<file path="src/rtl/counter_pkg.sv">
// Shared constants for the up/down counter slice: counter width and the
// debounce state encoding used by the direction-control stage.
package counter_pkg;

    localparam int CNT_W = 4;
    localparam logic [CNT_W-1:0] CNT_MAX = CNT_W'((1 << CNT_W) - 1);

    typedef logic [1:0] db_state_t;

    localparam db_state_t DB_IDLE         = 2'b00;
    localparam db_state_t DB_PRESS_WAIT   = 2'b01;
    localparam db_state_t DB_PRESSED      = 2'b10;
    localparam db_state_t DB_RELEASE_WAIT = 2'b11;

endpackage

</file>
<file path="src/rtl/btn_debounce.sv">
// Two-flop synchronizer plus a four-state debounce FSM; emits the accepted
// button level and a single-cycle press pulse on each accepted assertion.
module btn_debounce
    import counter_pkg::*;
#(
    parameter int DEBOUNCE_CYCLES = 16
) (
    input  logic clock,
    input  logic reset,
    input  logic btn,
    output logic btn_db,
    output logic press
);

    localparam int CW = $clog2(DEBOUNCE_CYCLES + 1);
    localparam logic [CW-1:0] DB_LIMIT = CW'(DEBOUNCE_CYCLES);

    logic            r_sync0;
    logic            r_sync1;
    db_state_t       r_state;
    db_state_t       w_state_next;
    logic [CW-1:0]   r_cnt;
    logic [CW-1:0]   w_cnt_next;
    logic [CW-1:0]   w_cnt_inc;
    logic            r_btn_db;
    logic            w_btn_db_next;
    logic            r_press;
    logic            w_press_next;

    always_ff @(posedge clock or negedge reset) begin
        if (!reset) begin
            r_sync0  <= 1'b0;
            r_sync1  <= 1'b0;
            r_state  <= DB_IDLE;
            r_cnt    <= '0;
            r_btn_db <= 1'b0;
            r_press  <= 1'b0;
        end else begin
            r_sync0  <= btn;
            r_sync1  <= r_sync0;
            r_state  <= w_state_next;
            r_cnt    <= w_cnt_next;
            r_btn_db <= w_btn_db_next;
            r_press  <= w_press_next;
        end
    end

    assign w_cnt_inc = r_cnt + 1'b1;

    always_comb begin
        w_state_next  = r_state;
        w_cnt_next    = r_cnt;
        w_btn_db_next = r_btn_db;
        w_press_next  = 1'b0;
        case (r_state)
            DB_IDLE: begin
                if (r_sync1) begin
                    w_state_next = DB_PRESS_WAIT;
                    w_cnt_next   = CW'(1);
                end
            end
            DB_PRESS_WAIT: begin
                if (!r_sync1) begin
                    w_state_next = DB_IDLE;
                    w_cnt_next   = '0;
                end else if (w_cnt_inc == DB_LIMIT) begin
                    w_state_next  = DB_PRESSED;
                    w_cnt_next    = '0;
                    w_btn_db_next = 1'b1;
                    w_press_next  = 1'b1;
                end else begin
                    w_cnt_next = w_cnt_inc;
                end
            end
            DB_PRESSED: begin
                if (!r_sync1) begin
                    w_state_next = DB_RELEASE_WAIT;
                    w_cnt_next   = CW'(1);
                end
            end
            default: begin
                // Release side mirrors the press side but never pulses press.
                if (r_sync1) begin
                    w_state_next = DB_PRESSED;
                    w_cnt_next   = '0;
                end else if (w_cnt_inc == DB_LIMIT) begin
                    w_state_next  = DB_IDLE;
                    w_cnt_next    = '0;
                    w_btn_db_next = 1'b0;
                end else begin
                    w_cnt_next = w_cnt_inc;
                end
            end
        endcase
    end

    assign btn_db = r_btn_db;
    assign press  = r_press;

endmodule

</file>
<file path="src/rtl/updown_dir_ctrl.sv">
// Direction control for the up/down counter: button presses toggle the
// direction and, in auto mode, the fed-back count reverses it at the limits.
module updown_dir_ctrl
    import counter_pkg::*;
#(
    parameter int DEBOUNCE_CYCLES = 16,
    parameter int CNT_W           = counter_pkg::CNT_W
) (
    input  logic             clock,
    input  logic             reset,
    input  logic             btn,
    input  logic             mode,
    input  logic [CNT_W-1:0] cnt,
    output logic             up,
    output logic             dir_change,
    output logic             btn_db
);

    // Reverse one count early: the counter samples up on the same edge.
    localparam logic [CNT_W-1:0] LIM_HI = CNT_W'((1 << CNT_W) - 2);
    localparam logic [CNT_W-1:0] LIM_LO = CNT_W'(1);

    logic w_press;
    logic w_btn_db;
    logic r_up;
    logic w_up_next;
    logic r_dir_change;

    btn_debounce #(
        .DEBOUNCE_CYCLES(DEBOUNCE_CYCLES)
    ) u_debounce (
        .clock  (clock),
        .reset  (reset),
        .btn    (btn),
        .btn_db (w_btn_db),
        .press  (w_press)
    );

    always_comb begin
        w_up_next = r_up;
        if (mode && r_up && (cnt == LIM_HI)) begin
            w_up_next = 1'b0;
        end else if (mode && !r_up && (cnt == LIM_LO)) begin
            w_up_next = 1'b1;
        end else if (w_press) begin
            w_up_next = ~r_up;
        end
    end

    always_ff @(posedge clock or negedge reset) begin
        if (!reset) begin
            r_up         <= 1'b1;
            r_dir_change <= 1'b0;
        end else begin
            r_up         <= w_up_next;
            r_dir_change <= (w_up_next != r_up);
        end
    end

    assign up         = r_up;
    assign dir_change = r_dir_change;
    assign btn_db     = w_btn_db;

endmodule

</file>
<file path="config.mk">
export PLATFORM = sky130hd
export DESIGN_NAME = updown_dir_ctrl
export DESIGN_NICKNAME = d
export VERILOG_FILES = /design/src/rtl/counter_pkg.sv /design/src/rtl/btn_debounce.sv /design/src/rtl/updown_dir_ctrl.sv
export SDC_FILE = /design/constraint.sdc
export NUM_CORES = 1
export LEC_CHECK = 0
export CAP_MARGIN = 20
export CORE_MARGIN = 4
export CORE_UTILIZATION = 56
export DETAILED_ROUTE_END_ITERATION = 10
export HOLD_SLACK_MARGIN = 0.08
export PLACE_DENSITY = 0.81
export SYNTH_ARGS = -nofsm -noshare
export SYNTH_HDL_FRONTEND = slang
export SYNTH_SLANG_ARGS = --single-unit
</file>
<file path="constraint.sdc">
create_clock -name clock -period 4.1 [get_ports clock]
set_input_delay 0.82 -clock clock [delete_from_list [all_inputs] [get_ports clock]]
set_output_delay 0.82 -clock clock [all_outputs]
set_load 0.02 [all_outputs]
</file>
Word level (Yosys, flattened, before mapping)
Cells that the tools add are included.
- output and inout port bits: 3
- register bits: 13
- logic and storage cells: 57
- input port bits: 8
- add/sub/neg operators: 1
- mux-type cells: 24
- bitwise logic cells: 2
- eq/ne operators: 11
- reduce and logical (&&, ||, !) cells: 11
- operators by type and width (kind ; number):
    two-way mux 5 bit ; 5
    case mux 5 bit (3 select lines) ; 1
    two-way mux 2 bit ; 6
    two-way mux 1 bit ; 10
    AND reduction 4 bit ; 2
    case mux 2 bit (3 select lines) ; 1
    adder 5 x 1 -> 5 bit (second input constant) ; 1
    == test 5 bit (second input constant) ; 1
    == test 4 x 1 -> 1 bit (second input constant) ; 1
    == test 4 bit (second input constant) ; 1
    logical AND 1 bit ; 4
    != test 2 x 1 -> 1 bit (second input constant) ; 2
    != test 2 bit (second input constant) ; 2
    nonzero test 4 bit ; 1
    != test 3 bit (second input constant) ; 1
    == test 2 x 1 -> 1 bit (second input constant) ; 1
    == test 2 bit (second input constant) ; 1
    zero test 2 bit ; 1
    NOT 1 bit ; 2
    case mux 1 bit (2 select lines) ; 1
    AND reduction 2 bit ; 1
    OR reduction 2 bit ; 1
    zero test 1 bit ; 1
    != test 1 bit ; 1

Longest topological paths before layout
- depth after elaboration: 6
- gate-level depth with buffers: 6

Modules after synthesis
From an unflattened synthesis, not the netlist that was laid out.
- cells, all modules: 78
- area total of the unflattened synthesis: 824.5 um^2
- by module, submodules not included (module ; instances ; cells an instance ; seq. area each (um^2) ; area each (um^2)):
    btn_debounce ; 1 ; 69 ; 275.3 ; 714.4
    updown_dir_ctrl ; 1 ; 9 ; 51.3 ; 110.1

Worst setup path after synthesis
OpenSTA, ideal clock, no wires.
- kind: register -> register
- from: register u_debounce.r_state[0]
- to: register with a tool-made name
- period minus slack after synthesis: 1614 ps
- slack: 2486 ps
- setup time: 125 ps
- arrival: 1489 ps
- data required time: 3975 ps
- cell stages (with the launch flop): 7
- cell sequence: dfrtp_1 inv_1 ha_1 mux2i_1 nand3_1 o21ai_2 mux2_4
- RTL lines (element ; line ; RTL):
    start: declaration ; btn_debounce.sv:20 ; db_state_t r_state;
    start signal: assignment ; btn_debounce.sv:41 ; r_state <= w_state_next;

Worst setup path after layout
- from: register r_up (netlist: up)
- to: output up
- RTL lines (element ; line ; RTL):
    start: declaration ; updown_dir_ctrl.sv:25 ; logic r_up;
    start signal: assignment ; updown_dir_ctrl.sv:55 ; r_up <= w_up_next;
    end: declaration ; updown_dir_ctrl.sv:14 ; output logic up,
No word-level cell between the ends.

==> run_summary.xml <==
<?xml version="1.0" encoding="UTF-8"?>
<metrics>
  <group name="clocking">
    <metric name="clock_insertion_delay_worst_skew" unit="ns">0.28</metric>
    <metric name="cts.clk_slew.worst_paths" unit="ns">0.09</metric>
    <metric name="cts.repair.resized" unit="">0</metric>
    <metric name="clock_path_buffers" unit="">2</metric>
    <metric name="cts_bufs_inserted" unit="">3</metric>
    <metric name="library_cell_used_as_clock_root_buffer" unit="">sky130_fd_sc_hd__clkbuf_4</metric>
    <metric name="hold_buffers" unit="">0</metric>
    <metric name="clock_sinks" unit="">13</metric>
    <metric name="cts-htree-levels" unit="">1</metric>
    <metric name="cts_setup_buffers" unit="">0</metric>
    <metric name="tritoncts_clock_tree" unit="">yes</metric>
  </group>
  <group name="drt">
    <metric name="finalWirelength" unit="um">1558</metric>
    <metric name="initial_drt_markers" unit="">8</metric>
    <metric name="post_drt_via_cell_ratio" unit="">6.057</metric>
    <metric name="detail_route.drc_violations" unit="">0</metric>
    <metric name="total_iterations_of_the_first_detailed_routing_run" unit="">4</metric>
    <metric name="post_route_ant_nets" unit="">0</metric>
    <metric name="routedWlPerCell" unit="um">14.84</metric>
    <metric name="vias" unit="">636</metric>
  </group>
  <group name="die">
    <metric name="die_w" unit="um">46.23</metric>
    <metric name="design.core.area" unit="mm2">0.001334</metric>
    <metric name="dieHeight" unit="um">46.23</metric>
    <metric name="fp.dieArea" unit="mm2">0.002137</metric>
    <metric name="initial_utilization" unit="">0.6135</metric>
    <metric name="rows" unit="">13</metric>
    <metric name="pin_count" unit="">11</metric>
  </group>
  <group name="logic_synthesis">
    <metric name="netlist_area" unit="um2">818.3</metric>
    <metric name="synth.ff_latch_count" unit="">13</metric>
    <metric name="syn_nets" unit="">90</metric>
    <metric name="ys_seq_area_frac" unit="">0.3991</metric>
    <metric name="syn-mean-instance-area" unit="um2">10.63</metric>
    <metric name="netlist-cell-type-count" unit="">38</metric>
    <metric name="yosysWarnings" unit="">0</metric>
    <metric name="netlist_instances" unit="">77</metric>
  </group>
  <group name="grt">
    <metric name="grt_met3_usage" unit="">0.05859</metric>
    <metric name="grt_max_degree" unit="">14</metric>
    <metric name="most_congested_layer_reported_by_global_routing" unit="">met2</metric>
    <metric name="grt-ovfl-total" unit="">0</metric>
    <metric name="track_usage" unit="">0.1857</metric>
    <metric name="grt_first_pass_wirelength" unit="um">2766</metric>
    <metric name="grt_pass1_vias" unit="">669</metric>
    <metric name="m2_gr_usage" unit="">0.3022</metric>
    <metric name="grt_use_met1" unit="">0.2155</metric>
    <metric name="antenna_violations_before_repair" unit="">0</metric>
  </group>
  <group name="layout">
    <metric name="drive_gt1_frac" unit="">0.1889</metric>
    <metric name="final_cell_mix" unit="">sky130_fd_sc_hd__dfrtp_1, sky130_fd_sc_hd__clkdlybuf4s50_1, sky130_fd_sc_hd__nor2_1, sky130_fd_sc_hd__inv_1, sky130_fd_sc_hd__ha_1</metric>
    <metric name="num_antenna_cells" unit="">0</metric>
    <metric name="n_fill_cell" unit="">101</metric>
    <metric name="syn2layout_area_growth" unit="%">16.51</metric>
    <metric name="total_number_of_nets_in_the_final_design" unit="">104</metric>
    <metric name="area_of_the_multi_input_gates" unit="um2">461.7</metric>
    <metric name="final-instance-count-excl-fill" unit="">105</metric>
    <metric name="register_area" unit="um2">326.6</metric>
    <metric name="layout_commonest_cell" unit="">sky130_fd_sc_hd__dfrtp_1</metric>
  </group>
  <group name="pwr">
    <metric name="power.total" unit="uW">547.4</metric>
    <metric name="max-vdd-ir-drop" unit="uV">367.8</metric>
    <metric name="powerDensity" unit="mW/mm2">574.1</metric>
    <metric name="leakage" unit="uW">0.0004243</metric>
  </group>
  <group name="critical_path">
    <metric name="worst-path-buf-inv" unit="">1</metric>
    <metric name="worst_path_max_delay_cell" unit="">sky130_fd_sc_hd__clkdlybuf4s50_1</metric>
    <metric name="critical_path.top_delay_family" unit="">buffers and inverters</metric>
    <metric name="worstPathCellList" unit="">clkdlybuf4s50_1</metric>
    <metric name="worst-setup-path-type" unit="">register to primary output</metric>
    <metric name="timing.critical_path.arrival" unit="ns">1.45</metric>
    <metric name="setup.worst_path.end_class" unit="">primary output</metric>
    <metric name="critical-path-max-stage-delay" unit="ns">0.61</metric>
    <metric name="crit_path_start_kind" unit="">register</metric>
    <metric name="max_fo_critical_path" unit="">4</metric>
    <metric name="critical_path_rt" unit="ns">3.28</metric>
  </group>
  <group name="job">
    <metric name="max_cap_violations" unit="">0</metric>
  </group>
  <group name="timing">
    <metric name="layout_min_cycle_time" unit="ns">2.269</metric>
    <metric name="fin_ws" unit="ns">1.831</metric>
    <metric name="finClkSkew" unit="ns">0.001285</metric>
    <metric name="max_slew_margin" unit="">0.6035</metric>
    <metric name="final-setup-viol-count" unit="">0</metric>
    <metric name="total_negative_setup_slack" unit="ns">0</metric>
    <metric name="grt_setup_unrepaired" unit="">false</metric>
    <metric name="whs" unit="ns">0.3654</metric>
    <metric name="timing_worst_slew_pin_value" unit="ns">0.5929</metric>
    <metric name="max_freq" unit="MHz">440.6</metric>
    <metric name="number_of_hold_slack_violations_in_the_final_timing_report" unit="">0</metric>
    <metric name="final_max_slew_viol_count" unit="">0</metric>
    <metric name="timing.final.crit_share" unit="">0.5535</metric>
  </group>
  <group name="placement">
    <metric name="placedCellCount" unit="">101</metric>
    <metric name="gp_congestion" unit="">0.7742</metric>
    <metric name="placement.setup.worst_slack" unit="ns">2.078</metric>
    <metric name="place.port_buffers" unit="">10</metric>
    <metric name="hpwl" unit="um">1203</metric>
  </group>
  <group name="run_status">
    <metric name="outcome" unit="">completed</metric>
  </group>
  <group name="min_path">
    <metric name="worst_hold_path_type" unit="">register to register</metric>
  </group>
</metrics>
[stage by stage]
| step | instance area, um2 | util |
|---|---|---|
| 2_1_floorplan | 818.3 | - |
| 6_report | 953.4 | 0.7148 |
| 5_1_grt | 953.4 | 0.7148 |
| 4_1_cts | 953.4 | 0.7148 |
| 3_3_place_gp | 925.9 | 0.6942 |
| 3_5_place_dp | 925.9 | 0.6942 |
[cell usage after synthesis (all sizes together)]
| library cell | n | area share |
|---|---|---|
| dfrtp | 12 | 0.37 |
| o21ai | 8 | 0.054 |
| nor2 | 6 | 0.028 |
| ha | 5 | 0.076 |
| inv | 5 | 0.023 |
| nand2 | 5 | 0.029 |
| a21oi | 3 | 0.018 |
| mux2 | 3 | 0.050 |
| a211oi | 2 | 0.018 |
| and2 | 2 | 0.015 |
| mux2i | 2 | 0.040 |
| nand2b | 2 | 0.024 |
| nand3 | 2 | 0.012 |
| nor2b | 2 | 0.015 |
| a221oi | 1 | 0.018 |
| a22o | 1 | 0.011 |
| a311oi | 1 | 0.011 |
| a32o | 1 | 0.012 |
| a32oi | 1 | 0.011 |
| a41o | 1 | 0.012 |
| and2b | 1 | 0.0092 |
| buf | 1 | 0.014 |
| dfstp | 1 | 0.032 |
| nor3 | 1 | 0.0061 |
| nor4b | 1 | 0.011 |
| o2111ai | 1 | 0.011 |
| o21ba | 1 | 0.012 |
| o311ai | 1 | 0.020 |
| o31ai | 1 | 0.0092 |
| o32a | 1 | 0.012 |
| or2 | 1 | 0.0077 |
| xor2 | 1 | 0.011 |
[worst paths after layout]
check | cells past startpoint | slack [ns] | to | from
max | 1 | 1.83 | up | up$_DFF_PN1_
min | 0 | 0.37 | u_debounce.r_sync1$_DFF_PN0_ | u_debounce.r_sync0$_DFF_PN0_
max reg2reg | 6 | 2.27 | register | u_debounce.r_state[0]$_DFFE_PN0P_
min reg2reg | 0 | 0.37 | u_debounce.r_sync1$_DFF_PN0_ | u_debounce.r_sync0$_DFF_PN0_
max in group asynchronous | 1 | 2.81 | u_debounce.r_cnt[3]$_DFFE_PN0P_ | reset
min in group asynchronous | 1 | 0.90 | u_debounce.press$_DFF_PN0_ | reset
[report_power, final]
group	switching, uW	total, uW	internal (uW)
logic	141	268	127
registers	37.0	196	159
clock network	47.1	83.4	36.3
total	225	547	322
[routing by layer]
metal  vias to the layer above  part of all wire  wire length, um
li1                        313                 -                -
met5                         -                 0                0
met1                       305              0.44              687
met2                        12              0.49              769
met3                         6             0.040               63
met4                         0             0.024               37
[cells by family after synthesis]
| family | count (synthesis) | synth area share |
|---|---|---|
| adders and majority gates | 5 | 0.07645 |
| xor gates and xnor gates | 1 | 0.01071 |
| muxes | 5 | 0.09021 |
| DFF | 13 | 0.3991 |
| and+or+nand+nor | 23 | 0.1575 |
| buffers and inverters | 6 | 0.03670 |
| AOI/OAI and AO/OA | 24 | 0.2294 |
[registers in the layout, indices dropped and copies added, names as in the netlist, named ones only]
register	count
u_debounce.r_state	1
u_debounce.r_cnt	5
u_debounce.r_sync1	1
u_debounce.press	1
up	1
u_debounce.r_sync0	1
u_debounce.btn_db	1
dir_change	1
[final cells by class]
cell class	instances	share of cell area
multi-input cells	58	0.4843
flip-flops and latches	13	0.3425
repair buffers	10	0.1050
clock buffers	3	0.02362
inverters	5	0.01969
well taps	15	0.01969
clock inverters	1	0.005249
Power figures use the tool's default switching activity.
